**config.mk**
```make
export PLATFORM = sky130hd
export DESIGN_NAME = rgb_pwm_decoder
export DESIGN_NICKNAME = d
export VERILOG_FILES = /design/src/rtl/rgb_pwm_decoder.sv
export SDC_FILE = /design/constraint.sdc
export NUM_CORES = 1
export LEC_CHECK = 0
export CORE_ASPECT_RATIO = 1.25
export CORE_UTILIZATION = 60
export CTS_CLUSTER_DIAMETER = 100
export DETAILED_ROUTE_END_ITERATION = 8
export PLACE_DENSITY = 0.83
export SYNTH_ARGS = -nofsm -noshare
export SYNTH_HDL_FRONTEND = slang
export SYNTH_SLANG_ARGS = --single-unit
export TNS_END_PERCENT = 20
```
**constraint.sdc**
```tcl
create_clock -name clk -period 3.56 [get_ports clk]
set_clock_uncertainty 0.05 [all_clocks]
set_input_delay 0.356 -clock clk [delete_from_list [all_inputs] [get_ports clk]]
set_output_delay 0.356 -clock clk [all_outputs]
set_load 0.1 [all_outputs]
```
**src/rtl/rgb_pwm_decoder.sv**
```systemverilog
// rgb_pwm_decoder: measures high time of three 16-clock PWM streams (duty 0..7) with sticky overlength error.
// Define RGB_PWM_DEC_SYNC_EN to put a two-flop synchronizer on each pwm_* input for asynchronous sources.
module rgb_pwm_decoder (
    input  logic       clk,
    input  logic       rst,
    input  logic       pwm_r,
    input  logic       pwm_g,
    input  logic       pwm_b,
    input  logic       err_clr,
    output logic [2:0] duty_r,
    output logic [2:0] duty_g,
    output logic [2:0] duty_b,
    output logic       valid_r,
    output logic       valid_g,
    output logic       valid_b,
    output logic       err_r,
    output logic       err_g,
    output logic       err_b
);
    typedef enum logic {LOW, HIGH} state_t;
    logic [2:0] pwm, s, valid_a, err_a;
    logic [2:0] duty_a [3];
    logic       s_ok;
    assign pwm = {pwm_b, pwm_g, pwm_r};
`ifdef RGB_PWM_DEC_SYNC_EN
    logic [2:0] sync1_q, sync2_q;
    logic [1:0] fill_q;
    always_ff @(posedge clk) begin
        if (rst) begin
            sync1_q <= '0;
            sync2_q <= '0;
            fill_q  <= '0;
        end else begin
            sync1_q <= pwm;
            sync2_q <= sync1_q;
            fill_q  <= {fill_q[0], 1'b1};
        end
    end
    // s_ok stays low until the synchronizer holds real samples rather than reset zeros
    assign s    = sync2_q;
    assign s_ok = fill_q[1];
`else
    assign s    = pwm;
    assign s_ok = 1'b1;
`endif
    for (genvar c = 0; c < 3; c++) begin : g_ch
        state_t     state_q, state_d;
        logic [3:0] hi_cnt_q, hi_cnt_d, lo_cnt_q, lo_cnt_d;
        logic [2:0] duty_q, duty_d;
        logic       s_d_q, arm_q, arm_d, valid_q, valid_d, err_q, err_d, rise, fall;
        // a rise only counts once a genuine low has been seen since reset, so a pulse cut by reset is dropped
        always_comb begin
            rise     = s[c] & ~s_d_q & arm_q;
            fall     = ~s[c] & s_d_q;
            arm_d    = arm_q | (s_ok & ~s[c]);
            state_d  = state_q;
            hi_cnt_d = hi_cnt_q;
            lo_cnt_d = lo_cnt_q;
            duty_d   = duty_q;
            valid_d  = 1'b0;
            err_d    = err_q & ~err_clr;
            if (state_q == LOW) begin
                if (rise) begin
                    state_d  = HIGH;
                    hi_cnt_d = 4'd1;
                end else if (s_ok & ~s[c]) begin
                    lo_cnt_d = lo_cnt_q + 4'd1;
                    if (lo_cnt_q == 4'd15) begin
                        duty_d  = 3'd0;
                        valid_d = 1'b1;
                    end
                end
            end else if (fall) begin
                state_d  = LOW;
                lo_cnt_d = 4'd1;
                if (hi_cnt_q != 4'd8) begin
                    duty_d  = hi_cnt_q[2:0];
                    valid_d = 1'b1;
                end
            end else if (s[c] && hi_cnt_q != 4'd8) begin
                hi_cnt_d = hi_cnt_q + 4'd1;
                if (hi_cnt_q == 4'd7) err_d = 1'b1;
            end
        end
        always_ff @(posedge clk) begin
            if (rst) begin
                state_q  <= LOW;
                hi_cnt_q <= '0;
                lo_cnt_q <= '0;
                duty_q   <= '0;
                s_d_q    <= 1'b0;
                arm_q    <= 1'b0;
                valid_q  <= 1'b0;
                err_q    <= 1'b0;
            end else begin
                state_q  <= state_d;
                hi_cnt_q <= hi_cnt_d;
                lo_cnt_q <= lo_cnt_d;
                duty_q   <= duty_d;
                s_d_q    <= s[c];
                arm_q    <= arm_d;
                valid_q  <= valid_d;
                err_q    <= err_d;
            end
        end
        assign duty_a[c]  = duty_q;
        assign valid_a[c] = valid_q;
        assign err_a[c]   = err_q;
    end
    assign duty_r  = duty_a[0];
    assign duty_g  = duty_a[1];
    assign duty_b  = duty_a[2];
    assign valid_r = valid_a[0];
    assign valid_g = valid_a[1];
    assign valid_b = valid_a[2];
    assign err_r   = err_a[0];
    assign err_g   = err_a[1];
    assign err_b   = err_a[2];
endmodule

```
==> results.md <==
* IO Port Bufs at 20
* Launching point of the worst reg2reg path: g_ch[0].hi_cnt_q[0]
* Hold Path Origin: g_ch[2].arm_q
* CP required at 3.15 ns
* Placed Instance Area at 0.00238 mm2
* Min-delay worst type: reg -> reg
* Critical-path cell list: clkdlybuf4s50_1
* Cell Rows at 24
* WS Path Type: reg -> out
* Num CTS Buffers at 5
* Clock buffer depth at 2
* Fin nets at 277
* Die H at 69.4 um
* YS warnings at 0
* Pin count of the biggest net entering global routing at 33
* Share of cells above drive strength 1 at 6.08%
* Antenna Nets Post-Route at 0
* Post-CTS Setup Inserts at 0
* TritonRoute pass-1 iters at 4
* Slowest stage delay, CP at 1.13 ns
* Die width at 55.9 um
* IO Count at 21
* Status: finished, final reports clean
* Largest cells by area after synthesis: dfxtp_1 44%, a21oi_1 7.3%, ha_1 5.2%, nor2_1 4.1%, nand3b_1 3.1%
* Hold_buf cts at 0
* Clock Tree Root: clkbuf_8
* First-pass GRT wire length at 6.87 mm
* Fin area at 0.00247 mm2
* Post-Syn Instances at 246
* Yosys top cell area share at 44.0%
* Critical Path Slowest Stage Cell: clkdlybuf4s50_1
* Post-Syn Area per Cell at 8.87 um2
* Tcrit/Tclk final at 61.4%
* Total power at 974 uW
* Final RePlAce weighted congestion at 0.816
* Max VDD drop at 0.318 mV
* Least-Margin Pin Slew at 0.968 ns
* Max-Cap Viols at 0
* Slew Limit Fails at 0
* EDFF count, synth at 0
* Layout fillers at 282
* CTS tree: done
* Clock latency on the worst-skew pair at 0.29 ns
* Top_reg_cell synth: dfxtp_1
* Sequential area share after synthesis at 44.0%
* H-tree depth at 2
* Clk sinks at 48
* Synthesized Nets at 261
* Final setup TNS at 0 ns
* Initial antenna violation count at 0
* DRC viols at 0
* WP buf/inv at 1
* DIE AREA at 0.00388 mm2
* Yosys cell types at 47
* Endpoint type of the worst setup path: primary output
* Crit-path leading delay family: buffers and inverters
* Post-synth top cells: 48 x dfxtp_1, 32 x a21oi_1, 24 x nor2_1
* CP Launch Type: register
* Crit path time final at 2.19 ns
* Core ar. at 0.00348 mm2
* Layout area overhead at 13.1%
* RSZ-0062 raised after global routing: no
* Post-CTS resize count at 0
* Vias at 1748
* Netlist area before placement at 0.00218 mm2
* PwrDens at 395 mW/mm2
* Critical path peak fanout at 2
* Static Leak at 0.000923 uW
* Flops & latches, synth at 48
* Final Setup Violations at 0
* Async SR Flop Fraction at 0%
* Vias/cell at 5.79
* Maximum clock frequency at 0.458 GHz
* Initial DRC Count at 65
* CP startpoint: err_r
* Initial Util at 62.6%
* Fin. Hold Viols at 0
* Worst-path clk slew at 0.08 ns
* Max transition margin at 35.3%
* Routed wire length at 3.76 mm
* Synth area leader: dfxtp_1
* Dpl hpwl at 2.65 mm
* Diode count at 0
* Vias in the first global route at 1624
* Count leader, synth: dfxtp_1
* Worst path arrival time at 1.78 ns
* Drt wl/cell at 12.5 um
* Overall routing resource usage at 22.0%
* Grt ovf at 0
[state kept, by name, summed over array words and instances, names as in the netlist]
signal / count
g_ch.hi_cnt_q: 12
g_ch.lo_cnt_q: 12
duty_b: 3
duty_g: 3
duty_r: 3
g_ch.arm_q: 3
g_ch.s_d_q: 3
g_ch.state_q: 3
err_b: 1
err_g: 1
err_r: 1
valid_b: 1
valid_g: 1
valid_r: 1
[placed cells by master, fill, tap and decap left out, types with 2 or more instances in the layout]
master / instances
nand2b_1: 2
nand4_1: 6
clkdlybuf4s50_1: 20
or3b_1: 2
a31oi_1: 2
a211oi_1: 8
or2_1: 2
nand4b_1: 2
o21ai_0: 3
ha_1: 9
a22o_1: 2
and2_1: 4
clkbuf_8: 6
nand2_1: 7
a21o_1: 3
a22oi_1: 3
xor2_1: 3
nand3_1: 13
o31ai_1: 3
nand3b_1: 9
nor2b_1: 6
dfxtp_1: 48
nor2_1: 24
nor3_1: 8
a21oi_1: 32
and3_1: 2
mux2i_1: 2
inv_1: 12
clkinv_2: 2
[final cells by class]
type / count / area [um2] / share of cell area [%]
inverter: 13 / 48.8 / 1.98
clock inverter: 2 / 10.0 / 0.405
timing repair buffer: 21 / 208 / 8.41
multi-input combinational: 173 / 1110 / 45.0
sequential: 48 / 961 / 38.9
clock buffer: 6 / 82.6 / 3.35
tap: 39 / 48.8 / 1.98
[metrics by stage]
| stage | worst slack [ns] | util, % | instances | hold slack, ns |
|---|---|---|---|---|
| 2_1_floorplan | 2.06 | - | 246 | 0.380 |
| 4_1_cts | 1.35 | 70.9 | 302 | 0.406 |
| 5_1_grt | 1.33 | 70.9 | 302 | 0.433 |
| 6_report | 1.37 | 70.9 | 302 | 0.402 |
| 3_5_place_dp | 1.46 | 68.2 | 294 | 0.393 |
| 3_3_place_gp | 1.47 | 68.2 | 294 | 0.388 |
[cells by family (layout without fill, tap and decap cells)]
kind of cell | after synthesis | count (layout) | share of synthesized area [%]
buffers and inverters | 25 | 42 | 5.10
multiplexers | 2 | 2 | 0.917
flip-flops | 48 | 48 | 44.0
adder cells (fa/ha/maj) | 9 | 9 | 5.16
AO/OA/AOI/OAI | 61 | 61 | 17.2
AND/OR/NAND/NOR | 97 | 97 | 26.0
XOR/XNOR | 4 | 4 | 1.61
[power by group]
part | switching [uW] | internal, uW
registers | 19.9 | 553
logic | 46.1 | 32.4
clock network | 168 | 155
total | 234 | 741
[worst paths after layout]
path	slack (ns)	cells after the start	to
worst max-delay path	1.37	1	err_r
worst min-delay path	0.40	2	g_ch[2].arm_q
worst max register to register	1.91	6	duty_r[1]
worst min register to register	0.40	2	g_ch[2].arm_q
[routing by layer]
layer | part of all wire, % | GRT usage, % | vias to the layer above | wire length (um)
li1 | - | - | 915 | -
met1 | 49 | 27.4 | 803 | 1840
met2 | 47 | 36.9 | 26 | 1760
met3 | 3.3 | 5.04 | 4 | 124
met4 | 1.1 | 8.13 | 0 | 41
met5 | 0 | 0 | - | 0
(Power assumes the default switching activity.)
==> RTL edit: new RTL, config.mk and constraints unchanged <==
Build with the macro `RGB_PWM_DEC_SYNC_EN` defined.
--- a/src/rtl/rgb_pwm_decoder.sv
+++ b/src/rtl/rgb_pwm_decoder.sv
@@ -1,4 +1,6 @@
 // rgb_pwm_decoder: measures high time of three 16-clock PWM streams (duty 0..7) with sticky overlength error.
 // Define RGB_PWM_DEC_SYNC_EN to put a two-flop synchronizer on each pwm_* input for asynchronous sources.
+`define RGB_PWM_DEC_SYNC_EN
+
 module rgb_pwm_decoder (
     input  logic       clk,
Function: changed (a bounded check fails within 4 cycles, from zero or initial values and one cycle with rst high).
==> RTL edit against the original RTL <==
Area after synthesis grew 16%. Largest cell class unchanged. Total power is 10% higher. Routed wire length up 22%. Critical endpoint is now duty_r[2]. Worst setup slack got worse by 35 ps. Sequential cell count grew 8. Critical path type unchanged. Final area rose by 15%. Final cell count up 14%. Count of clock-buffer cells in the layout down 1.
==> RTL edit: results (changes against the original RTL) <==
[status]
outcome=finished clean  ; unchanged

[yosys]
synth.distinct_cells=33  ; was 47
yosys-top-cells-area=dfxtp_1, mux2i_1, ha_1, a21oi_1, nand3_1  ; was dfxtp_1, a21oi_1, ha_1, nor2_1, nand3b_1
synth-adder-area-share_pct=4.44  ; was 5.16%
synth.yosys.seq_area_share_pct=44.2  ; was 44.0%
synth_compound_area_share_pct=16.4  ; was 17.2%
synth.net_count=287  ; was 261
synthTopCellsByCount=dfxtp_1, a21oi_1, nand3_1, nor2b_1  ; was dfxtp_1, a21oi_1, nor2_1, nand3_1, inv_1
synth_mux_area_share_pct=5.92  ; was 0.917%
synth_xor_area_share_pct=0  ; was 1.61%

[global_routing]
grtUsageTotal_pct=21.8  ; was 22.0%
grt_pass1_vias=1799  ; was 1624
use_met2_pct=36.6  ; was 36.9%
grt_use_met1_pct=28.7  ; was 27.4%
grt_start_max_net_pins=42  ; was 33
grt_use_met3_pct=3.09  ; was 5.04%

[layout]
fillers=325  ; was 282
nNetsFinal=302  ; was 277
drive_above_1_share_pct=7.64  ; was 6.08%

[placement]
hpwlAfterDp_mm=3.10  ; was 2.65 mm
preCtsSetupSlack_ps=1640  ; was 1460 ps

[critical_path]
arrival_ps=1810  ; was 1780 ps
ff2ff_path_depth=3  ; was 6

[clock_tree]
insertion_delay_ps=310  ; was 290 ps
cts_root_buf=clkbuf_8  ; unchanged
clkTransAtPathRegs_ps=100  ; was 80 ps

[detailed_routing]
vias=2064  ; was 1748
wl_per_cell_um=13.4  ; was 12.5 um
drtIter0Drc=62  ; was 65

[timing]
slew_headroom_pct=35.2  ; was 35.3%

[power]
p_leak_nw=1.05  ; was 0.923 nW
irDropWorstVdd_mv=0.387  ; was 0.318 mV

==> RTL edit: cell count changes after synthesis, moves of 7 or more <==
cell	unedited run	this run
nor2_1	24	15
a21oi_1	32	21
dfxtp_1	48	56
mux2i_1	2	15
clkbuf_1	2	9
nand3_1	13	21
nor2b_1	6	16
==> RTL edit: stage by stage <==
step	utilization, %	total power [mW]
4_1_cts	70.0	1.08
2_1_floorplan	-	0.711
3_5_place_dp	67.7	0.728
5_1_grt	70.0	1.11
6_report	70.0	1.07
3_3_place_gp	67.7	0.726
==> RTL edit: final timing paths <==
path	startpoint	endpoint	slack, ps
max	duty_r[2]	duty_r[2]	1340
min	sync1_q[1]	s[1]	400
max reg2reg	fill_q[1]	g_ch[2].lo_cnt_q[3]	1900
min reg2reg	sync1_q[1]	s[1]	400
==> RTL edit: layer usage <==
metal  wire, um  vias up
met5          0        -
met4         71        0
met3        111       11
met2       2200       34
met1       2230     1000
li1           -     1019
==> RTL edit: cell families (layout without fill, tap and decap cells) <==
kind of cell	count (synthesis)	count (layout)
compound gates	60	60
fa+ha+maj	9	9
buf+inv	26	42
flops	56	56
mux	15	15
simple gates	106	106
==> RTL edit: layout make-up <==
| type | instances | area [um^2] | share of cell area [%] |
|---|---|---|---|
| Tap cell | 56 | 70.1 | 2.46 |
| Inverter | 13 | 48.8 | 1.71 |
| Clock inverter | 3 | 25.0 | 0.879 |
| Timing Repair Buffer | 21 | 208 | 7.30 |
| Sequential cell | 56 | 1120 | 39.4 |
| Multi-Input combinational cell | 190 | 1310 | 45.8 |
| Clock buffer | 5 | 68.8 | 2.42 |
==> RTL edit: power by group <==
group	switching (mW)	internal, mW
logic	0.0280	0.0265
registers	0.0197	0.640
clock network	0.217	0.144
total	0.265	0.810
==> RTL edit: worst register-to-register path, stage by stage, from the launching register on <==
cell and delay [ps]:
dfxtp_1 640, mux2i_1 240, or4_1 510, a21oi_1 150
